===== config.mk =====
export PLATFORM = sky130hd
export DESIGN_NAME = serializer_driver
export DESIGN_NICKNAME = d
export VERILOG_FILES = /design/src/rtl/serializer_driver_pkg.sv /design/src/rtl/serializer_driver_fifo.sv /design/src/rtl/serializer_driver.sv
export SDC_FILE = /design/constraint.sdc
export NUM_CORES = 1
export LEC_CHECK = 0
export CORE_ASPECT_RATIO = 0.9
export CORE_UTILIZATION = 40
export DETAILED_ROUTE_END_ITERATION = 7
export GPL_TIMING_DRIVEN = 1
export PLACE_DENSITY = 0.66
export RECOVER_POWER = 50
export SETUP_SLACK_MARGIN = 0.15
export SLEW_MARGIN = 20
export SYNTH_ARGS = -nofsm -noshare
export SYNTH_HDL_FRONTEND = slang
export SYNTH_SLANG_ARGS = --single-unit

===== constraint.sdc =====
create_clock -name clk -period 2.1 [get_ports clk]
set_input_delay 0.21 -clock clk [delete_from_list [all_inputs] [get_ports clk]]
set_output_delay 0.21 -clock clk [all_outputs]
set_load 0.1 [all_outputs]

===== src/rtl/serializer_driver_pkg.sv =====
// Shared types and constants for the serializer driver and its byte FIFO.
package serializer_driver_pkg;

   localparam int BITS_PER_WORD = 8;
   localparam int BIT_IDX_W     = $clog2(BITS_PER_WORD);
   // Wide enough for any legal DIV (1..255).
   localparam int PHASE_W       = 8;

   localparam logic [BIT_IDX_W-1:0] LAST_BIT = BIT_IDX_W'(BITS_PER_WORD - 1);

   typedef enum logic [1:0] {
      IDLE,
      LOAD,
      SHIFT,
      FLUSH
   } state_e;

endpackage


===== src/rtl/serializer_driver_fifo.sv =====
// Byte FIFO between the packer handshake and the serializer driver FSM.
module byte_fifo #(
   parameter int DEPTH = 4
) (
   input  logic       clk_i,
   input  logic       reset_n_i,
   input  logic       push_i,
   input  logic       pop_i,
   input  logic [7:0] wdata_i,
   output logic [7:0] rdata_o,
   output logic       full_o,
   output logic       empty_o
);

   localparam int ADDR_W = $clog2(DEPTH);

   logic [7:0]      mem [DEPTH];
   logic [ADDR_W:0] wrPtr_q;
   logic [ADDR_W:0] rdPtr_q;

   // Pointers carry one extra wrap bit so full and empty can be told apart.
   always_ff @(posedge clk_i or negedge reset_n_i) begin
      if (!reset_n_i) begin
         wrPtr_q <= '0;
         rdPtr_q <= '0;
      end else begin
         if (push_i) wrPtr_q <= wrPtr_q + (ADDR_W + 1)'(1);
         if (pop_i)  rdPtr_q <= rdPtr_q + (ADDR_W + 1)'(1);
      end
   end

   always_ff @(posedge clk_i) begin
      if (push_i) mem[wrPtr_q[ADDR_W-1:0]] <= wdata_i;
   end

   assign rdata_o = mem[rdPtr_q[ADDR_W-1:0]];
   assign empty_o = (wrPtr_q == rdPtr_q);
   assign full_o  = (wrPtr_q[ADDR_W] != rdPtr_q[ADDR_W]) &&
                    (wrPtr_q[ADDR_W-1:0] == rdPtr_q[ADDR_W-1:0]);

endmodule


===== src/rtl/serializer_driver.sv =====
// Drives an 8-bit PISO serializer: buffers bytes, generates clk_ser, clk_par and data_par MSB-first.
// Define SERIALIZER_DRIVER_IDLE_CLK_EN to keep clk_ser toggling while IDLE.
module serializer_driver
   import serializer_driver_pkg::*;
#(
   parameter int DIV        = 2,
   parameter int FIFO_DEPTH = 4
) (
   input  logic        clk,
   input  logic        reset_n,
   input  logic [7:0]  in_data,
   input  logic        in_valid,
   output logic        in_ready,
   output logic        clk_ser,
   output logic        clk_par,
   output logic [7:0]  data_par,
   output logic        busy,
   output logic [15:0] bytes_sent
);

   state_e               state_q;
   logic [PHASE_W-1:0]   phase_q;
   logic [PHASE_W-1:0]   phase_d;
   logic [BIT_IDX_W-1:0] bitIdx_q;
   logic                 clkSer_q;
   logic                 clkPar_q;
   logic [7:0]           dataPar_q;
   logic [15:0]          bytesSent_q;

   logic                 phaseWrap;
   logic                 pushEn;
   logic                 popEn;
   logic                 fifoFull;
   logic                 fifoEmpty;
   logic [7:0]           fifoHead;

   assign in_ready = ~fifoFull;
   assign pushEn   = in_valid & ~fifoFull;

   byte_fifo #(
      .DEPTH (FIFO_DEPTH)
   ) u_fifo (
      .clk_i     (clk),
      .reset_n_i (reset_n),
      .push_i    (pushEn),
      .pop_i     (popEn),
      .wdata_i   (in_data),
      .rdata_o   (fifoHead),
      .full_o    (fifoFull),
      .empty_o   (fifoEmpty)
   );

   assign phaseWrap = (phase_q == PHASE_W'(DIV - 1));
   assign phase_d   = phaseWrap ? '0 : phase_q + PHASE_W'(1);

   // A new byte may only start on a rising clk_ser edge (or straight away from a stopped IDLE).
   always_comb begin
      popEn = 1'b0;
      if (!fifoEmpty) begin
         case (state_q)
`ifdef SERIALIZER_DRIVER_IDLE_CLK_EN
            IDLE:    popEn = phaseWrap && !clkSer_q;
`else
            IDLE:    popEn = 1'b1;
`endif
            SHIFT:   popEn = phaseWrap && !clkSer_q && (bitIdx_q == LAST_BIT);
            FLUSH:   popEn = phaseWrap && !clkSer_q;
            default: popEn = 1'b0;
         endcase
      end
   end

   always_ff @(posedge clk or negedge reset_n) begin
      if (!reset_n) begin
         state_q     <= IDLE;
         phase_q     <= '0;
         bitIdx_q    <= '0;
         clkSer_q    <= 1'b0;
         clkPar_q    <= 1'b1;
         dataPar_q   <= '0;
         bytesSent_q <= '0;
      end else begin
         phase_q <= phase_d;
         if (popEn) begin
            dataPar_q <= fifoHead;
            clkPar_q  <= 1'b0;
            clkSer_q  <= 1'b1;
            bitIdx_q  <= '0;
            phase_q   <= '0;
            state_q   <= LOAD;
         end else begin
            case (state_q)
               IDLE: begin
`ifdef SERIALIZER_DRIVER_IDLE_CLK_EN
                  if (phaseWrap) clkSer_q <= ~clkSer_q;
`else
                  phase_q  <= '0;
                  clkSer_q <= 1'b0;
`endif
               end
               LOAD: begin
                  if (phaseWrap) begin
                     clkSer_q <= ~clkSer_q;
                     if (!clkSer_q) begin
                        clkPar_q <= 1'b1;
                        bitIdx_q <= BIT_IDX_W'(1);
                        state_q  <= SHIFT;
                     end
                  end
               end
               SHIFT: begin
                  if (phaseWrap) begin
                     clkSer_q <= ~clkSer_q;
                     // The falling edge inside bit 7 is where the serializer takes the last bit.
                     if (clkSer_q) begin
                        if (bitIdx_q == LAST_BIT) bytesSent_q <= bytesSent_q + 16'd1;
                     end else if (bitIdx_q == LAST_BIT) begin
                        state_q <= FLUSH;
                     end else begin
                        bitIdx_q <= bitIdx_q + BIT_IDX_W'(1);
                     end
                  end
               end
               FLUSH: begin
                  if (phaseWrap) begin
                     clkSer_q <= ~clkSer_q;
                     if (!clkSer_q) begin
                        state_q <= IDLE;
`ifndef SERIALIZER_DRIVER_IDLE_CLK_EN
                        clkSer_q <= 1'b0;
`endif
                     end
                  end
               end
               default: state_q <= IDLE;
            endcase
         end
      end
   end

   assign clk_ser    = clkSer_q;
   assign clk_par    = clkPar_q;
   assign data_par   = dataPar_q;
   assign busy       = (state_q != IDLE);
   assign bytes_sent = bytesSent_q;

endmodule


==> Word level (Yosys, flattened, before mapping) <==
Memories as Yosys holds them, arrays and structs flattened. A register that Yosys moved wholly into a read port is not among the register bits.
Index checks and enable logic that the tools add are counted.
{ "totals": {"elab_cells": 85, "reg_bits": 37, "out_inout_bits": 28, "n_memories": 1, "mem_bits_rw": 32} }
{ "classes": {"mux": 32, "reduce_logical": 17, "add_sub_neg": 5, "bitwise_logic": 4, "n_eq_ne": 18} }
{ "mem_list": {"columns": ["memory", "words", "word_bits", "read_ports", "rd_clocked_by_memory_dff", "write_ports", "line_no", "source"], "rows": [
  ["u_fifo.mem", 4, 8, 1, 1, 1, "serializer_driver_fifo.sv:17", "logic [7:0] mem [DEPTH];"]
]} }
{ "op_table": {"columns": ["operator", "n"], "rows": [
  ["$mux W8", 3],
  ["$ne A3 B3 Y1 const B", 8],
  ["$mux W3", 6],
  ["$add A16 B1 Y16 const B", 1],
  ["$mux W2", 8],
  ["$mux W1", 11],
  ["$add A3 B1 Y3 const B", 3],
  ["$add A8 B1 Y8 const B", 1],
  ["$eq A8 B1 Y1 const B", 1],
  ["$reduce_and A8 Y1", 1],
  ["$pmux W1 S3", 2],
  ["$pmux W2 S3", 1],
  ["$pmux W3 S2", 1],
  ["$reduce_and A6 Y1", 1],
  ["$reduce_bool A2 Y1", 3],
  ["$reduce_and A5 Y1", 1],
  ["$eq A2 B2 Y1 const B", 2],
  ["$reduce_bool A4 Y1", 1],
  ["$eq A3 B3 Y1", 1],
  ["$eq A3 B3 Y1 const B", 1],
  ["$logic_and A1 B1 Y1", 3],
  ["$ne A3 B1 Y1 const B", 1],
  ["$not A1 Y1", 3],
  ["$reduce_and A3 Y1", 1],
  ["other kinds (10)", 11]
]} }

==> Depth between registers and ports, before layout <==
{ "depth": {"ltp_word": 7, "depth_mapped": 9} }

==> Modules after synthesis <==
Synthesis repeated with hierarchy kept, for this count alone.
{ "hier_totals": {"hier_cells": 253, "area_unflattened_um2": 3519.6} }
{ "modules_own_cells": {"columns": ["mod", "area_each_um2", "cells_per_inst", "n_inst"], "rows": [
  ["serializer_driver", 2019.4, 181, 1],
  ["byte_fifo", 1500.2, 72, 1]
]} }

==> Worst setup path after synthesis <==
OpenSTA, ideal clock, no wires.
{ "synth_path": {"path_type": "register to register", "from": "register u_fifo.rdPtr_q[1]", "to": "register u_fifo.wrPtr_q[2]", "period_less_slack_ps": 2616, "required_ps": 1960, "arrival_ps": 2476, "stages_incl_launch_ff": 6, "setup_slack_ps": -516, "setup_time_ps": 140, "path_buffers": 1, "path_cell_list": "dfrtp_1 > clkbuf_1 > xnor2_1 > nand3b_1 > and3_1 > xor2_1"} }
{ "synth_between": {"elab_chain_cells": 4} }
{ "synth_rtl": {"columns": ["element", "line_no", "source"], "rows": [
  ["from (decl)", "serializer_driver_fifo.sv:19", "logic [ADDR_W:0] rdPtr_q;"],
  ["from (signal assigned)", "serializer_driver_fifo.sv:28", "if (pop_i) rdPtr_q <= rdPtr_q + (ADDR_W + 1)'(1);"],
  ["$eq A2 B2 Y1", "serializer_driver_fifo.sv:39", "(wrPtr_q[ADDR_W-1:0] == rdPtr_q[ADDR_W-1:0]);"],
  ["$logic_and A1 B1 Y1", "serializer_driver_fifo.sv:38", "assign full_o = (wrPtr_q[ADDR_W] != rdPtr_q[ADDR_W]) &&"],
  ["$not A1 Y1", null, null],
  ["named net in_ready", "serializer_driver.sv:13", "output logic in_ready,"],
  ["$and A1 B1 Y1", "serializer_driver.sv:38", "assign pushEn = in_valid & ~fifoFull;"],
  ["to (signal assigned)", "serializer_driver_fifo.sv:27", "if (push_i) wrPtr_q <= wrPtr_q + (ADDR_W + 1)'(1);"],
  ["to (decl)", "serializer_driver_fifo.sv:18", "logic [ADDR_W:0] wrPtr_q;"]
]} }
The timed path passes the listed nets, and every way through them passes these cells.
A chain may end at the register's enable or synchronous reset.

==> Worst setup path in the final report <==
{ "layout_path": {"from": "register phase_q[7]", "to": "register bytesSent_q[14] (netlist: bytes_sent[14])"} }
{ "layout_between": {"elab_chain_cells": 7} }
{ "layout_rtl": {"columns": ["element", "line_no", "source"], "rows": [
  ["from (decl)", "serializer_driver.sv:22", "logic [PHASE_W-1:0] phase_q;"],
  ["from (signal assigned)", "serializer_driver.sv:83", "phase_q <= phase_d;"],
  ["$eq A8 B1 Y1 *", "serializer_driver.sv:53", "assign phaseWrap = (phase_q == PHASE_W'(DIV - 1));"],
  ["$logic_and A1 B1 Y1", "serializer_driver.sv:66, serializer_driver.sv:67", null],
  ["$logic_and A1 B1 Y1", "serializer_driver.sv:66", "SHIFT: popEn = phaseWrap && !clkSer_q && (bitIdx_q == LAST_BIT);"],
  ["$pmux W1 S3", "serializer_driver.sv:60", "case (state_q)"],
  ["$mux W1", "serializer_driver.sv:59", "if (!fifoEmpty) begin"],
  ["$not A1 Y1 (no source line)", null, null],
  ["$reduce_and A5 Y1 (no source line) *", null, null],
  ["to (signal assigned)", "serializer_driver.sv:116", "if (bitIdx_q == LAST_BIT) bytesSent_q <= bytesSent_q + 16'd1;"],
  ["to (decl)", "serializer_driver.sv:28", "logic [15:0] bytesSent_q;"]
]} }
Mark *: on every way between the ends. The rest lies on a longest branch, timed or not.

==> out/results.tsv <==
metric	value	unit
outcome	complete, but fails checks	
failing checks	setup timing	
CP max stage cell	or4_4	
max cap viols	0	
Via density	4.99	
highest routing layer actually used	met4	
switching share of power	0.422	
Antenna Nets Post-Route	0	
CP Max Fanout	6	
Layout Utilization	0.543	
Clk pwr share	0.140	
Post-Syn Instances	248	
DR WL met3	269	µm
share of the synthesized area in the top cell type	0.311	
Cell Int Power	4.00	mW
Die Span Y	91.2	µm
Clk Latency, worst-skew pair	360	ps
Switch Pwr	2.93	mW
Cell Area, Placed	4330	µm²
share of cells above drive strength 1	0.430	
dpl hpwl	4570	µm
TNS Setup	-1050	ps
hold_ws	472	ps
Setup WS post-layout	-64.4	ps
final setup violation count	34	
min Tclk post-route	2160	ps
CP cell instances	or4_4, o41ai_4, o2111a_2, buf_4, clkbuf_16, nor4_4, xor2_1	
Final Max Slew Viols	0	
per-cell routed wire length	15.3	µm
FP Rows	32	
post-synthesis adder-cell area fraction	0.0566	
Seq pwr share	0.314	
core area	8570	µm²
Max transition margin	0.359	
Met1 Wirelength	3000	µm
Max VDD drop	1.02	mV
Synth-to-Final Area Change	31.5	%
post-synthesis sequential area ratio	0.590	
Hold/Removal Path Class	reg -> reg	
largest net degree at the start of global routing	18	
Synth Register Bits	77	
Pleak	1.93	nW
fillers	723	
period utilization	1.03	
Reg clk slew, reported paths	80	ps
final instance area	4650	µm²
Synth area leaders	dfrtp_1 31%, edfxtp_1 27%, ha_1 5.7%	
DRT iter0 DRCs	56	
Port-buffer cells	38	
Synth Area in Simple Gates	0.145	
Die Footprint	9230	µm²
multiplexer area fraction after synthesis	0.0856	
CP endpoint kind	flop	
CTS sink cnt	77	
worst setup path category	reg -> reg	
post-synth net total	275	
commonest non-fill, non-tap cell in the layout	buf_4	
deepest clock path buffer count	2	
Mean Syn Cell Area	14.3	µm²
RD Place Congestion	0.704	
Via Count	2207	
vias in the first global route	2176	
first-pass GRT wire length	11100	µm
initial antenna violation count	0	
Synth area leader	dfrtp_1	
Yosys Warn Count	0	
Synth Area in Compound Gates	0.0269	
combinational power share	0.545	
commonest cells after routing, fill and taps aside	47 x buf_4, 32 x edfxtp_1, 30 x dfrtp_1	
DRC viols	0	
RSZ-0062 raised after global routing	yes	
fmax	462	MHz
Die Wd	101	µm
CP Data Required Time	2330	ps
slew at the pin closest to its max-slew limit	961	ps
Critical Path Start Type	flop	
CP arrival	2390	ps
final hold violation count	0	
GRT Overall Usage	0.163	
IO Pins	39	
Initial Util	0.413	
final wirelength	6770	µm
CTS tree	built	
Tot Pwr	6.93	mW
total gr overflow	0	
Setup Skew	10.1	ps
slowest stage delay, CP	590	ps
Worst Path Buf+Inv	2	
wire length on met2	3400	µm
Num CTS Buffers	9	
power per cell area	1490	nW/µm²
Clock Root Buffer	clkbuf_8	
Synth Area in XOR/XNOR	0.0693	
H-Tree Depth	3	
delay-heaviest family, CP	simple AND/OR/NAND/NOR gates	
Total Nets Final	345	
mapped cell area	3540	µm²
Ant. Diodes	0	
First-pass DRT Iterations	4	
largest family of logic cells by synthesized area	simple AND/OR/NAND/NOR gates	
Synth cell types	41	
-- cell type report --
type                       instances  area (µm²)  area share
clock buffer                      10         128      0.0274
sequential                        77        2110       0.453
tap                              119         149      0.0320
inverter                           8        30.0     0.00646
timing repair buffer              69         642       0.138
clock inverter                     6        40.0     0.00861
multi-input combinational        153        1560       0.335
-- per-stage QoR --
step | setup slack [ps] | instances
detailed placement | -10.4 | 417
CTS | 13.2 | 441
global route | -125 | 442
floorplan | -245 | 248
finish | -64.4 | 442
global placement | 28.3 | 417
-- worst paths after layout --
check,from,end,slack (ps),depth (start not counted)
worst max-delay path,phase_q[7]$_DFF_PN0_,bytes_sent[14]$_DFFE_PN0P_,-60,7
min in group asynchronous,reset_n,bitIdx_q[1]$_DFFE_PN0P_,520,2
worst min-delay path,bytes_sent[15]$_DFFE_PN0P_,bytes_sent[15]$_DFFE_PN0P_,470,1
worst max register to register,phase_q[7]$_DFF_PN0_,bytes_sent[14]$_DFFE_PN0P_,-60,7
max in group asynchronous,reset_n,clk_par$_DFFE_PN1P_,600,3
worst min register to register,bytes_sent[15]$_DFFE_PN0P_,bytes_sent[15]$_DFFE_PN0P_,470,1
-- power groups by stage --
stage                     Clock [mW]  Combinational [mW]  Sequential, mW
after floorplan                    0                2.00            2.84
after global placement             0                3.29            2.20
after detailed placement           0                3.34            2.21
after CTS                       1.01                3.65            2.18
after global routing            1.06                4.01            2.23
final                          0.972                3.78            2.18
-- sequential cells by signal (all words and copies together) (netlist names) --
name	cells
u_fifo.mem	32
bytes_sent	16
data_par	8
phase_q	8
bitIdx_q	3
u_fifo.rdPtr_q	3
u_fifo.wrPtr_q	3
state_q	2
clk_par	1
clk_ser	1
-- cells by family (layout without fill, tap and decap cells) --
| group | after synthesis | in the layout |
|---|---|---|
| and+or+nand+nor | 77 | 77 |
| xor gates and xnor gates | 28 | 28 |
| AOI/OAI and AO/OA | 13 | 13 |
| adders and majority gates | 16 | 16 |
| buffers and inverters | 18 | 93 |
| DFF | 77 | 77 |
| muxes | 19 | 19 |
-- layer usage --
metal	GRT usage	vias up
met5	0	-
met4	0.0556	0
met3	0.0531	15
met2	0.257	57
met1	0.211	1073
li1	-	1062
-- what timing repair did --
item,in CTS,in global routing
pin swaps,2,1
hold buffers,1,0
endpoints found under the hold margin,14,0
buffers inserted,6,0
cloned,1,1
gates resized for setup,7,5
setup endpoints to repair,33,42
-- worst reg2reg max path, cell delays in order (launching register included) --
cell and delay [ps]:
dfrtp_1 380, or4_4 590, o41ai_4 250, o2111a_2 300
buf_4 160, clkbuf_16 160, nor4_4 50, xor2_1 150
-- Yosys cell counts, drive strengths merged --
library cell,count
dfrtp,44
edfxtp,32
xor2,20
nor4,17
ha,16
nand3,12
mux2,10
nand2,9
and3,8
inv,8
mux4,8
xnor2,8
nor3,7
buf,6
nor2,6
nand4,5
clkbuf,4
a21oi,3
nand2b,3
nor3b,3
o21ai,3
and2,2
o2111a,2
or2,2
a211o,1
a211oi,1
a311o,1
a31oi,1
dfstp,1
mux2i,1
nand3b,1
nor4b,1
o41ai,1
or4,1
(Power assumes the default switching activity.)
